### src/rtl/uart_tx_fifo.sv
// 8N1 UART transmitter (LSB first, idle high) fed by a small byte FIFO over a valid/ready handshake.
// Frames are sent back-to-back at BAUD_RATE_CNT clocks per bit, with a done pulse at the end of each stop bit.
module uart_tx_fifo #(
    parameter int BAUD_RATE_CNT = 5208,
    parameter int FIFO_DEPTH    = 4
) (
    input  logic       clk,
    input  logic       rst_n,
    input  logic       in_tx_valid,
    input  logic [7:0] in_tx_byte,
    output logic       out_tx_ready,
    output logic       data_serial,
    output logic       out_tx_busy,
    output logic       out_tx_done
);

    localparam int AW = $clog2(FIFO_DEPTH);
    localparam int CW = AW + 1;
    localparam logic [15:0]   BAUD_LAST = 16'(BAUD_RATE_CNT - 1);
    localparam logic [CW-1:0] DEPTH_C   = CW'(FIFO_DEPTH);

    typedef enum logic [1:0] {
        S_IDLE  = 2'd0,
        S_START = 2'd1,
        S_DATA  = 2'd2,
        S_STOP  = 2'd3
    } state_t;

    logic [7:0]    r_mem [FIFO_DEPTH];
    logic [AW-1:0] r_wr_ptr;
    logic [AW-1:0] r_rd_ptr;
    logic [CW-1:0] r_count;

    state_t        r_state;
    logic [15:0]   r_baud;
    logic [2:0]    r_bit_idx;
    logic [7:0]    r_shift;
    logic          r_serial;
    logic          r_done;

    state_t        w_state_nxt;
    logic [15:0]   w_baud_nxt;
    logic [2:0]    w_bit_nxt;
    logic [7:0]    w_shift_nxt;
    logic          w_serial_nxt;
    logic          w_done_nxt;
    logic          w_pop;
    logic          w_push;
    logic          w_not_empty;
    logic          w_baud_last;
    logic [7:0]    w_head;

    assign out_tx_ready = (r_count < DEPTH_C);
    assign out_tx_busy  = (r_state != S_IDLE) || (r_count != {CW{1'b0}});
    assign data_serial  = r_serial;
    assign out_tx_done  = r_done;

    assign w_push      = in_tx_valid && out_tx_ready;
    assign w_not_empty = (r_count != {CW{1'b0}});
    assign w_baud_last = (r_baud == BAUD_LAST);
    assign w_head      = r_mem[r_rd_ptr];

    // FIFO storage: data only, validity is tracked by the pointers and count
    always_ff @(posedge clk) begin
        if (rst_n && w_push) begin
            r_mem[r_wr_ptr] <= in_tx_byte;
        end
    end

    // FIFO pointers and occupancy; a simultaneous push and pop leaves the count unchanged
    always_ff @(posedge clk) begin
        if (!rst_n) begin
            r_wr_ptr <= {AW{1'b0}};
            r_rd_ptr <= {AW{1'b0}};
            r_count  <= {CW{1'b0}};
        end else begin
            if (w_push) begin
                r_wr_ptr <= r_wr_ptr + AW'(1);
            end
            if (w_pop) begin
                r_rd_ptr <= r_rd_ptr + AW'(1);
            end
            case ({w_push, w_pop})
                2'b10:   r_count <= r_count + CW'(1);
                2'b01:   r_count <= r_count - CW'(1);
                default: r_count <= r_count;
            endcase
        end
    end

    // Framing FSM next-state: the line value is decided one edge ahead so data_serial stays registered
    always_comb begin
        w_state_nxt  = r_state;
        w_baud_nxt   = r_baud;
        w_bit_nxt    = r_bit_idx;
        w_shift_nxt  = r_shift;
        w_serial_nxt = r_serial;
        w_done_nxt   = 1'b0;
        w_pop        = 1'b0;
        case (r_state)
            S_IDLE: begin
                w_serial_nxt = 1'b1;
                if (w_not_empty) begin
                    w_pop        = 1'b1;
                    w_shift_nxt  = w_head;
                    w_baud_nxt   = 16'd0;
                    w_serial_nxt = 1'b0;
                    w_state_nxt  = S_START;
                end else begin
                    w_state_nxt  = S_IDLE;
                end
            end
            S_START: begin
                if (w_baud_last) begin
                    w_baud_nxt   = 16'd0;
                    w_bit_nxt    = 3'd0;
                    w_serial_nxt = r_shift[0];
                    w_state_nxt  = S_DATA;
                end else begin
                    w_baud_nxt   = r_baud + 16'd1;
                end
            end
            S_DATA: begin
                if (w_baud_last) begin
                    w_baud_nxt = 16'd0;
                    if (r_bit_idx == 3'd7) begin
                        w_serial_nxt = 1'b1;
                        w_state_nxt  = S_STOP;
                    end else begin
                        w_bit_nxt    = r_bit_idx + 3'd1;
                        w_shift_nxt  = {1'b0, r_shift[7:1]};
                        w_serial_nxt = r_shift[1];
                    end
                end else begin
                    w_baud_nxt = r_baud + 16'd1;
                end
            end
            S_STOP: begin
                if (w_baud_last) begin
                    w_done_nxt = 1'b1;
                    w_baud_nxt = 16'd0;
                    if (w_not_empty) begin
                        w_pop        = 1'b1;
                        w_shift_nxt  = w_head;
                        w_serial_nxt = 1'b0;
                        w_state_nxt  = S_START;
                    end else begin
                        w_serial_nxt = 1'b1;
                        w_state_nxt  = S_IDLE;
                    end
                end else begin
                    w_baud_nxt = r_baud + 16'd1;
                end
            end
            default: begin
                w_state_nxt  = S_IDLE;
                w_serial_nxt = 1'b1;
                w_baud_nxt   = 16'd0;
                w_bit_nxt    = 3'd0;
            end
        endcase
    end

    // Framing FSM registers; reset abandons any partial frame without a done pulse
    always_ff @(posedge clk) begin
        if (!rst_n) begin
            r_state   <= S_IDLE;
            r_baud    <= 16'd0;
            r_bit_idx <= 3'd0;
            r_shift   <= 8'd0;
            r_serial  <= 1'b1;
            r_done    <= 1'b0;
        end else begin
            r_state   <= w_state_nxt;
            r_baud    <= w_baud_nxt;
            r_bit_idx <= w_bit_nxt;
            r_shift   <= w_shift_nxt;
            r_serial  <= w_serial_nxt;
            r_done    <= w_done_nxt;
        end
    end

endmodule

### config.mk
export PLATFORM = sky130hd
export DESIGN_NAME = uart_tx_fifo
export DESIGN_NICKNAME = d
export VERILOG_FILES = /design/src/rtl/uart_tx_fifo.sv
export SDC_FILE = /design/constraint.sdc
export NUM_CORES = 1
export LEC_CHECK = 0
export ABC_CLOCK_PERIOD_IN_PS = 5300
export CORE_MARGIN = 3
export CORE_UTILIZATION = 65
export CTS_CLUSTER_SIZE = 10
export DETAILED_ROUTE_END_ITERATION = 16
export GPL_TIMING_DRIVEN = 0
export PLACE_DENSITY = 0.86
export SLEW_MARGIN = 20
export SYNTH_ARGS = -nofsm -noshare
export SYNTH_HDL_FRONTEND = slang
export SYNTH_SLANG_ARGS = --single-unit
### constraint.sdc
create_clock -name clk -period 5.3 [get_ports clk]
set_input_delay 1.59 -clock clk [delete_from_list [all_inputs] [get_ports clk]]
set_output_delay 1.59 -clock clk [all_outputs]
set_load 0.005 [all_outputs]
==> insert_results.sql <==
INSERT INTO impl_metrics (metric_group, metric, value, unit) VALUES
('floorplan', 'num_rows', '26', ''),
('cts', 'cts_inserted_buffers', '9', ''),
('finish', 'finalNetCount', '365', ''),
('logic_synthesis', 'synth-edff-count', '32', ''),
('finish', 'fraction_of_final_layout_cells_sized_beyond_drive_strength_1', '0.1185', ''),
('floorplan', 'boundaryPins', '15', ''),
('timing', 'slew_headroom', '0.5203', ''),
('placement', 'finalWeightedCongestion', '0.9270', ''),
('global_route', 'gr-usage-met2', '0.4588', ''),
('timing', 'max_freq', '0.2604', 'GHz'),
('power', 'power_density', '474.1', 'mW/mm^2'),
('setup_path', 'start_kind', 'flop', ''),
('timing', 'drv_slew', '0', ''),
('cts', 'clockRootBuffer', 'sky130_fd_sc_hd__clkbuf_8', ''),
('worst_hold_path', 'hp-class', 'reg -> reg', ''),
('routing', 'vias_per_cell', '6.392', ''),
('timing', 'fin_crit_sh', '0.7246', ''),
('cts', 'cts.sink_count', '72', ''),
('power', 'power.combinational.fraction', '0.377', ''),
('cts', 'cts_setup_buffers', '0', ''),
('finish', 'antenna_cells_inserted', '0', ''),
('floorplan', 'area_of_the_core', '0.005140', 'sq mm'),
('placement', 'hpwl', '5.065', 'mm'),
('setup_path', 'timing.critical_path.required', '3.71', 'ns'),
('cts', 'clkLatencyLatePin', '0.36', 'ns'),
('setup_path', 'cp_max_fo', '6', ''),
('global_route', 'grtUsageMet3', '0.07823', ''),
('routing', 'antenna_violating_nets_post_route', '0', ''),
('power', 'power_frac_seq', '0.386', ''),
('routing', 'number_of_vias_after_detailed_routing', '2659', ''),
('timing', 'rsz0062_at_grt', 'false', ''),
('logic_synthesis', 'synth_area', '0.003480', 'sq mm'),
('cts', 'max-clock-path-buffers', '2', ''),
('finish', 'area_delta_synth_final', '12.33', '%'),
('logic_synthesis', 'synthesis.instances', '316', ''),
('setup_path', 'crit_type', 'reg -> out', ''),
('timing', 'worst-slew-pin-transition', '0.7141', 'ns'),
('floorplan', 'dieHeight', '79.17', 'um'),
('floorplan', 'die_span_in_x', '79.17', 'um'),
('routing', 'detail_route.drc_violations', '0', ''),
('cts', 'cts_max_level', '3', ''),
('power', 'switching_share_of_power', '0.3534', ''),
('power', 'clock_power_share', '0.237', ''),
('timing', 'period_minus_slack', '3.840', 'ns'),
('job', 'maxCapViolations', '0', ''),
('logic_synthesis', 'ys.warnings.count', '0', ''),
('logic_synthesis', 'synth_top_flop_cell', 'sky130_fd_sc_hd__dfxtp_1', ''),
('cts', 'cts.clk_slew.worst_paths', '0.08', 'ns'),
('logic_synthesis', 'sequential_cell_area_fraction_in_the_yosys_report', '0.5063', ''),
('logic_synthesis', 'postSynthAreaPerCell', '11.01', 'sq um'),
('routing', 'wl', '7.579', 'mm'),
('power', 'power.switching', '654.9', 'uW'),
('power', 'power_report.internal_total', '1198', 'uW'),
('setup_path', 'critPathArrivalTime', '2.25', 'ns'),
('cts', 'cts-resized-gates', '0', ''),
('global_route', 'grt_max_degree', '15', ''),
('cts', 'cts-hold-fix-buffers', '0', ''),
('timing', 'report.final.hold_viol_count', '0', ''),
('routing', 'dr.pass1.iters', '5', ''),
('global_route', 'antenna_found_initial', '0', ''),
('floorplan', 'initial_utilization', '0.6770', ''),
('setup_path', 'critPathCaptureType', 'output pin', ''),
('status', 'run_status', 'completed', ''),
('logic_synthesis', 'proportion_of_synthesized_flip_flops_having_asynchronous_set_or_reset', '0', ''),
('global_route', 'grt_pass1_vias', '2600', ''),
('routing', 'wire_length_per_cell', '18.22', 'um'),
('timing', 'final.hold.worst_slack', '0.4635', 'ns'),
('timing', 'clock-skew-final', '0.008214', 'ns'),
('power', 'power.ir.vdd_worst', '0.0003154', 'V'),
('placement', 'pre_cts_slack', '1.525', 'ns'),
('logic_synthesis', 'synth.distinct_cells', '49', ''),
('global_route', 'globalRouteMet1Util', '0.3281', ''),
('timing', 'finalSetupViolations', '0', ''),
('routing', 'drt_iter0_markers', '248', ''),
('placement', 'io_buffer_count', '14', ''),
('cts', 'tritoncts', 'built', ''),
('timing', 'postLayoutSetupSlackWorst', '1.460', 'ns'),
('global_route', 'grt_pass1_wl', '12.80', 'mm'),
('logic_synthesis', 'synth_nets', '340', ''),
('logic_synthesis', 'ys_seq_elements', '72', ''),
('global_route', 'grt_overflow', '0', ''),
('global_route', 'global_route.peak_usage_layer', 'met2', ''),
('power', 'p_leak', '0.001396', 'uW'),
('global_route', 'grt.total_usage', '0.2703', ''),
('timing', 'tns', '0', 'ns'),
('floorplan', 'area_of_the_die', '0.006267', 'sq mm');
-- worst paths after layout --
check / slack (ns) / to / cells after the start / startpoint
max: 1.46 / out_tx_busy / 4 / r_count[0]$_SDFFE_PN0P_
min: 0.46 / r_shift[2]$_SDFFE_PN0P_ / 2 / r_shift[2]$_SDFFE_PN0P_
max reg2reg: 2.01 / r_count[2]$_SDFFE_PN0P_ / 11 / r_baud[0]$_SDFFE_PN0P_
min reg2reg: 0.46 / r_shift[2]$_SDFFE_PN0P_ / 2 / r_shift[2]$_SDFFE_PN0P_
-- power groups by stage --
| stage | registers [uW] | clock network, uW | logic [uW] |
|---|---|---|---|
| 4_1_cts | 715 | 449 | 693 |
| 2_1_floorplan | 712 | 0 | 524 |
| 3_3_place_gp | 720 | 0 | 658 |
| 3_5_place_dp | 726 | 0 | 683 |
| 6_report | 716 | 439 | 699 |
| 5_1_grt | 726 | 470 | 771 |
-- synth_stat cells (2+ instances only) --
cell type | n | area, sq um
sky130_fd_sc_hd__or3_1 | 3 | 18.77
sky130_fd_sc_hd__nor4_1 | 4 | 25.02
sky130_fd_sc_hd__nand3b_1 | 3 | 22.52
sky130_fd_sc_hd__and3_1 | 6 | 37.54
sky130_fd_sc_hd__nand4_1 | 8 | 50.05
sky130_fd_sc_hd__buf_6 | 2 | 22.52
sky130_fd_sc_hd__mux2i_1 | 14 | 140.1
sky130_fd_sc_hd__and4_4 | 2 | 22.52
sky130_fd_sc_hd__nor2b_1 | 3 | 18.77
sky130_fd_sc_hd__mux4_2 | 8 | 180.2
sky130_fd_sc_hd__nor3_1 | 4 | 20.02
sky130_fd_sc_hd__a31oi_1 | 19 | 118.9
sky130_fd_sc_hd__a21oi_1 | 7 | 35.03
sky130_fd_sc_hd__nand3_1 | 12 | 60.06
sky130_fd_sc_hd__and4_1 | 2 | 17.52
sky130_fd_sc_hd__mux2_2 | 7 | 78.83
sky130_fd_sc_hd__nand2_1 | 35 | 131.4
sky130_fd_sc_hd__nor3b_1 | 3 | 22.52
sky130_fd_sc_hd__nand4b_1 | 2 | 17.52
sky130_fd_sc_hd__ha_1 | 12 | 150.1
sky130_fd_sc_hd__buf_2 | 4 | 20.02
sky130_fd_sc_hd__xor2_1 | 4 | 35.03
sky130_fd_sc_hd__a311o_1 | 3 | 30.03
sky130_fd_sc_hd__inv_1 | 16 | 60.06
sky130_fd_sc_hd__nor2_1 | 14 | 52.55
sky130_fd_sc_hd__clkbuf_1 | 13 | 48.80
sky130_fd_sc_hd__dfxtp_1 | 40 | 800.8
sky130_fd_sc_hd__edfxtp_1 | 32 | 960.9
sky130_fd_sc_hd__nor4bb_1 | 2 | 20.02
sky130_fd_sc_hd__or4_1 | 8 | 60.06
sky130_fd_sc_hd__o22ai_1 | 2 | 12.51
sky130_fd_sc_hd__o21ai_0 | 5 | 25.02
-- cells by family (layout without fill, tap and decap cells) --
logic type               count (synthesis)  count (layout)  share of synthesized area
AO/OA/AOI/OAI                           46              46                    0.08846
XOR/XNOR                                 5               5                    0.01258
adder cells (fa/ha/maj)                 13              13                    0.04890
buffers and inverters                   35              65                    0.04351
flip-flops                              72              72                     0.5063
multiplexers                            29              29                     0.1147
AND/OR/NAND/NOR                        116             116                     0.1856
-- registers in the layout (all words and copies together), names as in the netlist, named ones only --
register and cells:
r_mem 32, r_baud 16, r_shift 8, r_bit_idx 3, r_count 3, r_rd_ptr 2
r_state 2, r_wr_ptr 2, data_serial 1, out_tx_done 1
-- per-layer routing --
metal / part of all wire / vias up
li1: - / 1247
met2: 0.51 / 106
met5: 0 / -
met1: 0.40 / 1278
met4: 0.024 / 0
met3: 0.058 / 28
-- cell type report --
cell class / count / area (sq um)
Fill cell: 356 / 1231
Multi-Input combinational cell: 209 / 1567
Sequential cell: 72 / 1762
Buffer: 19 / 91.34
Clock buffer: 9 / 123.9
Clock inverter: 7 / 77.57
Timing Repair Buffer: 14 / 140.1
Tap cell: 70 / 87.58
Inverter: 16 / 60.06
-- cells in the final DEF (no fill, tap or decap), drive strengths merged, types with 2 or more instances in the layout --
cell            n
nand3b          3
nand4           8
and4            4
nor4b           2
edfxtp         32
a311o           3
nor3            4
o22ai           2
or4             8
nor2b           3
xor2            4
and2            2
nor4bb          2
nor3b           3
mux2i          14
nand2          35
o21ai           6
ha             12
a21oi           7
mux4            8
or3             3
dfxtp          40
a31oi          19
and3            6
nor4            5
inv            19
nand4b          2
clkdlybuf4s50  14
clkinv          3
nor2           14
clkbuf         22
nand3          12
buf             6
mux2            7
-- metrics by stage --
step                instance area [sq um]  std cells  utilization  power, uW
floorplan                            3480        316            -       1236
global placement                     3707        400       0.7213       1378
detailed placement                   3707        400       0.7213       1409
CTS                                  3909        416       0.7605       1857
global route                         3909        416       0.7605       1967
finish                               3909        416       0.7605       1853
-- critical path, cell delays in order (launching register included) --
cell and delay [ns]:
sky130_fd_sc_hd__dfxtp_1 0.34, sky130_fd_sc_hd__nor3_1 0.61, sky130_fd_sc_hd__and2_0 0.42, sky130_fd_sc_hd__inv_1 0.07
sky130_fd_sc_hd__clkdlybuf4s50_1 0.45
Power figures use the tool's default switching activity.
